`config.mk`:
```
export PLATFORM = sky130hd
export DESIGN_NAME = mdu_issue_ctrl_flat
export DESIGN_NICKNAME = d
export VERILOG_FILES = /design/src/rtl/mdu_issue_ctrl_if.sv /design/src/rtl/mdu_issue_ctrl.sv /design/src/flat_wrapper.sv
export SDC_FILE = /design/constraint.sdc
export NUM_CORES = 1
export LEC_CHECK = 0
export CAP_MARGIN = 10
export CORE_MARGIN = 3
export CORE_UTILIZATION = 29
export CTS_CLUSTER_SIZE = 12
export DETAILED_ROUTE_END_ITERATION = 6
export PLACE_DENSITY_LB_ADDON = 0.25
export SLEW_MARGIN = 20
export SYNTH_ARGS = -nofsm -noshare
export SYNTH_HDL_FRONTEND = slang
export SYNTH_SLANG_ARGS = --single-unit
```
`constraint.sdc`:
```
create_clock -name clk -period 2.4 [get_ports clk]
set_input_delay 0.24 -clock clk [delete_from_list [all_inputs] [get_ports clk]]
set_output_delay 0.24 -clock clk [all_outputs]
set_load 0.02 [all_outputs]
```
`src/rtl/mdu_issue_ctrl_if.sv`:
```
// Start/busy/HI-LO handshake between the E-stage issue controller (master) and the MDU (slave).
interface mdu_issue_ctrl_if;
    logic       start;
    logic [2:0] mdu_op;
    logic       hi_write;
    logic       lo_write;
    logic       mdu_busy;

    modport master (output start, output mdu_op, output hi_write, output lo_write, input mdu_busy);
    modport slave  (input start, input mdu_op, input hi_write, input lo_write, output mdu_busy);
endinterface

```
`src/rtl/mdu_issue_ctrl.sv`:
```
// E-stage MDU issue controller: decode, busy-window tracking, D-stage stall and stall counter.
// Optional busy watchdog enabled by defining MDU_WATCHDOG_EN.
module mdu_issue_ctrl #(
    parameter int unsigned CNT_W    = 16,
    parameter int unsigned MAX_BUSY = 16
) (
    input  logic                 clk,
    input  logic                 reset,
    input  logic [31:0]          instr_d,
    input  logic [31:0]          instr_e,
    input  logic                 valid_e,
    mdu_issue_ctrl_if.master     mdu,
    output logic [1:0]           mf_sel,
    output logic                 stall_d,
    output logic [CNT_W-1:0]     stall_cnt,
    output logic                 mdu_timeout
);

    typedef enum logic {StIdle, StBusy} state_e;

    state_e           state_q, state_d;
    logic [CNT_W-1:0] cnt_q;
    logic             wd_hit;
    logic             resync_block;

    logic e_special, d_special;
    logic e_muldiv, e_mfhi, e_mflo, e_mthi, e_mtlo;
    logic d_mdu;

    logic unused_bits;
    assign unused_bits = ^{instr_d[25:6], instr_e[25:6]};

    assign e_special = (instr_e[31:26] == 6'b000000);
    assign d_special = (instr_d[31:26] == 6'b000000);

    always_comb begin
        e_muldiv = 1'b0;
        e_mfhi   = 1'b0;
        e_mflo   = 1'b0;
        e_mthi   = 1'b0;
        e_mtlo   = 1'b0;
        if (e_special) begin
            unique case (instr_e[5:0])
                6'h18, 6'h19, 6'h1A, 6'h1B: e_muldiv = 1'b1;
                6'h10:                      e_mfhi   = 1'b1;
                6'h12:                      e_mflo   = 1'b1;
                6'h11:                      e_mthi   = 1'b1;
                6'h13:                      e_mtlo   = 1'b1;
                default:                    ;
            endcase
        end
    end

    always_comb begin
        d_mdu = 1'b0;
        if (d_special) begin
            unique case (instr_d[5:0])
                6'h18, 6'h19, 6'h1A, 6'h1B,
                6'h10, 6'h11, 6'h12, 6'h13: d_mdu = 1'b1;
                default:                    ;
            endcase
        end
    end

`ifdef MDU_WATCHDOG_EN
    localparam int unsigned WdW = $clog2(MAX_BUSY + 1);

    logic [WdW-1:0] wd_q;
    logic           timeout_q;

    assign wd_hit       = (state_q == StBusy) && mdu.mdu_busy && (wd_q == WdW'(MAX_BUSY - 1));
    // After a timeout the MDU is presumed stuck, so a lingering busy must not re-arm the stall.
    assign resync_block = timeout_q;
    assign mdu_timeout  = timeout_q;

    always_ff @(posedge clk) begin
        if (reset) begin
            wd_q      <= '0;
            timeout_q <= 1'b0;
        end else begin
            if (state_q == StIdle && state_d == StBusy) begin
                wd_q <= '0;
            end else if (state_q == StBusy && mdu.mdu_busy) begin
                wd_q <= wd_q + 1'b1;
            end
            if (wd_hit) begin
                timeout_q <= 1'b1;
            end
        end
    end
`else
    logic unused_max_busy;
    assign unused_max_busy = ^MAX_BUSY;
    assign wd_hit          = 1'b0;
    assign resync_block    = 1'b0;
    assign mdu_timeout     = 1'b0;
`endif

    // State register
    always_ff @(posedge clk) begin
        if (reset) begin
            state_q <= StIdle;
        end else begin
            state_q <= state_d;
        end
    end

    // Next-state logic
    always_comb begin
        state_d = state_q;
        unique case (state_q)
            StIdle: begin
                if (mdu.start || (mdu.mdu_busy && !resync_block)) begin
                    state_d = StBusy;
                end
            end
            StBusy: begin
                if (!mdu.mdu_busy || wd_hit) begin
                    state_d = StIdle;
                end
            end
            default: state_d = StIdle;
        endcase
    end

    // Outputs; all strobes and the stall are forced low during the reset cycle
    always_comb begin
        mdu.start    = 1'b0;
        mdu.mdu_op   = 3'b000;
        mdu.hi_write = 1'b0;
        mdu.lo_write = 1'b0;
        mf_sel       = 2'b00;
        stall_d      = 1'b0;
        if (!reset) begin
            mdu.start    = valid_e && e_muldiv && (state_q == StIdle);
            mdu.hi_write = valid_e && e_mthi && (state_q == StIdle);
            mdu.lo_write = valid_e && e_mtlo && (state_q == StIdle);
            if (mdu.start) begin
                // funct 18/19/1A/1B -> 001/000/011/010
                mdu.mdu_op = {1'b0, instr_e[1], ~instr_e[0]};
            end
            if (valid_e && e_mfhi) begin
                mf_sel = 2'b01;
            end else if (valid_e && e_mflo) begin
                mf_sel = 2'b10;
            end
            stall_d = d_mdu && ((valid_e && e_muldiv) ||
                                ((state_q == StBusy) && mdu.mdu_busy));
        end
    end

    always_ff @(posedge clk) begin
        if (reset) begin
            cnt_q <= '0;
        end else if (stall_d && (cnt_q != {CNT_W{1'b1}})) begin
            cnt_q <= cnt_q + 1'b1;
        end
    end

    assign stall_cnt = cnt_q;

endmodule

```
`src/flat_wrapper.sv`:
```
// flat-port wrapper written by rule: the top's interface ports become plain ports
module mdu_issue_ctrl_flat 
#(
    parameter int unsigned CNT_W    = 16,
    parameter int unsigned MAX_BUSY = 16
)
  (clk, reset, instr_d, instr_e, valid_e, mf_sel, stall_d, stall_cnt, mdu_timeout, mdu_start, mdu_mdu_op, mdu_hi_write, mdu_lo_write, mdu_mdu_busy);
  mdu_issue_ctrl_if mdu_i ();
  input  logic clk;
  input  logic reset;
  input  logic [31:0] instr_d;
  input  logic [31:0] instr_e;
  input  logic valid_e;
  output logic [1:0] mf_sel;
  output logic stall_d;
  output logic [CNT_W-1:0] stall_cnt;
  output logic mdu_timeout;
  output wire logic [$bits(mdu_i.start)-1:0] mdu_start;
  output wire logic [$bits(mdu_i.mdu_op)-1:0] mdu_mdu_op;
  output wire logic [$bits(mdu_i.hi_write)-1:0] mdu_hi_write;
  output wire logic [$bits(mdu_i.lo_write)-1:0] mdu_lo_write;
  input wire logic [$bits(mdu_i.mdu_busy)-1:0] mdu_mdu_busy;
  assign mdu_start = mdu_i.start;
  assign mdu_mdu_op = mdu_i.mdu_op;
  assign mdu_hi_write = mdu_i.hi_write;
  assign mdu_lo_write = mdu_i.lo_write;
  assign mdu_i.mdu_busy = mdu_mdu_busy;
  mdu_issue_ctrl #(.CNT_W(CNT_W), .MAX_BUSY(MAX_BUSY)) u_core (.clk(clk), .reset(reset), .instr_d(instr_d), .instr_e(instr_e), .valid_e(valid_e), .mdu(mdu_i), .mf_sel(mf_sel), .stall_d(stall_d), .stall_cnt(stall_cnt), .mdu_timeout(mdu_timeout));
endmodule
```
==> impl_metrics.tcl <==
set metrics [dict create \
    gp_congestion 0.748 \
    clock_skew_ps 9.86 \
    synth-main-ff-cell "dfxtp_1" \
    cap_violations 0 \
    sw_frac_of_total_pct 22.5 \
    p_total_w 0.000496 \
    postSynthCellCount 118 \
    crit_required_ps 2590 \
    cts_tree "yes" \
    yosysWarningCount 0 \
    crit_buf_inv 1 \
    seqPwrFrac_pct 57.2 \
    tns_ps 0 \
    hold_path_class "flip-flop to flip-flop" \
    syn_area_um2 946 \
    timing.critical_path.fanout_max 14 \
    wl_per_cell_um 12.4 \
    cpMaxStageDelayCell "a221o_1" \
    io_buffers 48 \
    maxSlewViolCount 0 \
    drive_gt1_share_pct 7.74 \
    path_common_cell "and4_1" \
    die_area_um2 3980 \
    cts_hold_buf 0 \
    final-setup-viol-count 0 \
    cts_buffer_depth 2 \
    ant_nets 0 \
    grt_setup_unrepaired "no" \
    synth-seq-cells 17 \
    grt_util_all_layers_pct 13.5 \
    routed_wl_um 2620 \
    hold_violations 0 \
    tightest_slew_ps 562 \
    powerDensity_nw_per_um2 327 \
    slew_headroom_pct 62.2 \
    initial_core_util_pct 30.7 \
    layout_commonest_cell "clkdlybuf4s50_1" \
    intPower_w 0.000384 \
    overflow 0 \
    switchingPower_w 0.000112 \
    ys_seq_area_share_pct 36.0 \
    grt_pass1_vias 1016 \
    vias 1066 \
    grt_max_degree 19 \
    critPathLaunchType "flip-flop" \
    slowest_delay_ps 410 \
    mostFrequentLayoutCells "42 x clkdlybuf4s50_1, 17 x dfxtp_1, 13 x a21oi_1" \
    timing.fmax_mhz 441 \
    antenna_cells 0 \
    fin_crit_sh_pct 94.5 \
    worstSkewPairLatency_ps 290 \
    status "complete, no violations" \
    p_leak_nw 0.551 \
    synthDistinctLibCells 36 \
    route.detailed.drc 0 \
    rows 20 \
    p_clk_share_pct 31.3 \
    fillers 320 \
    synth_edf_count 0 \
    min_period_ps 2270 \
    cts-root-buf "clkbuf_4" \
    core-area_um2 3080 \
    drt-pass1-iter-count 4 \
    cts.clk_slew.worst_paths_ps 110 \
    path_delay_family "compound AO/OA/AOI/OAI gates" \
    path_class "flip-flop to flip-flop" \
    fin_nets 238 \
    pin_count 94 \
    htreeDepth 1 \
    end_kind "flip-flop" \
    cts_buffers 3 \
    die_h_um 63.1 \
    viasPerCell 5.03 \
    dpl.hpwl_um 2040 \
    setup_slack_ps 131 \
    die_x_um 63.1 \
    ir_worst_vdd_mv 0.201 \
    cp_cell_sequence "ha_1 > and4_1 > and4_1 > a221o_1 > buf_4 > o31a_1 > o21ba_2" \
    antenna_found_initial 0 \
    area_growth_pct 60.3 \
    cts_sinks 17 \
    place_ws_ps -142 \
    detail_route.iter0.violations 22 \
    async_reset_ff_share_pct 0 \
    postSynthAreaPerCell_um2 8.02 \
    cp.arrival_ps 2460 \
    grt_pass1_wl_um 4460 \
    pwr-share-comb_pct 11.5 \
]
==> Yosys cell counts, drive strengths merged, types with 2 or more instances <==
master | n | area, um^2
a21oi | 13 | 65.1
inv | 5 | 18.8
o21ai | 9 | 45.0
dfxtp | 17 | 340
nor3 | 3 | 15.0
o31ai | 4 | 30.0
buf | 4 | 25.0
nor2 | 7 | 26.3
nand4 | 4 | 25.0
nor4 | 4 | 31.3
nand3 | 6 | 30.0
or3 | 8 | 50.1
or4 | 4 | 30.0
and4 | 2 | 17.5
nand2 | 7 | 26.3
clkbuf | 3 | 11.3
==> timing repair <==
item	4_1_cts	5_1_grt
pin swaps	0	0
resized for setup	3	4
endpoints found under the hold margin	0	0
buffers inserted	0	0
endpoints found under the setup margin	3	4
==> power groups by stage <==
stage	Sequential, W	Clock (W)	Combinational [W]
3_3_place_gp	0.000290	0	0.0000559
5_1_grt	0.000284	0.000178	0.0000620
6_report	0.000284	0.000155	0.0000571
3_5_place_dp	0.000290	0	0.0000571
2_1_floorplan	0.000290	0	0.0000152
4_1_cts	0.000284	0.000169	0.0000572
==> path summary, 6_finish.rpt <==
check | from | end | slack (ps) | cells after the start
max reg2reg | u_core.stall_cnt[0]$_SDFFE_PP0P_ | u_core.stall_cnt[5]$_SDFFE_PP0P_ | 130 | 7
min | u_core.stall_cnt[14]$_SDFFE_PP0P_ | u_core.stall_cnt[14]$_SDFFE_PP0P_ | 510 | 2
max | u_core.stall_cnt[0]$_SDFFE_PP0P_ | u_core.stall_cnt[5]$_SDFFE_PP0P_ | 130 | 7
min reg2reg | u_core.stall_cnt[14]$_SDFFE_PP0P_ | u_core.stall_cnt[14]$_SDFFE_PP0P_ | 510 | 2
==> layer usage <==
metal | vias up | track usage, % | wire length, um
met4 | 0 | 4.96 | 37
met1 | 482 | 15.0 | 1080
li1 | 542 | - | -
met5 | - | 0 | 0
met2 | 37 | 24.2 | 1300
met3 | 5 | 3.92 | 198
==> kinds of logic after synthesis <==
logic type	after synthesis	share of synthesized area, %
compound gates	29	17.9
other cells	1	0.396
flops	17	36.0
buf+inv	12	5.82
mux	2	2.25
fa+ha+maj	1	1.32
xor+xnor	1	0.926
simple gates	55	35.5
==> registers in the layout, indices dropped and copies added (netlist names) <==
name              count
u_core.stall_cnt     16
u_core.state_q        1
==> metrics by stage <==
step	cell area, um^2	util (%)	hold slack [ps]	std cells
3_5_place_dp	1480	48.0	491	208
5_1_grt	1520	49.3	558	212
6_report	1520	49.3	509	212
3_3_place_gp	1480	48.0	479	208
4_1_cts	1500	48.8	507	212
2_1_floorplan	950	-	374	119
==> layout make-up <==
class                      instances  area, um^2  share of cell area [%]
inverter                           5        18.8                    1.24
multi-input combinational         90         561                    37.0
clock inverter                     1        5.00                   0.330
tap                               44        55.1                    3.63
timing repair buffer              52         514                    33.9
clock buffer                       3        22.5                    1.49
sequential                        17         340                    22.4
==> worst register-to-register path: stages, from the launching register on <==
cell,delay (ps)
dfxtp_1,370
ha_1,240
and4_1,240
and4_1,200
a221o_1,410
buf_4,220
o31a_1,280
o21ba_2,200
Note: power is estimated with default switching activity, not from simulation.
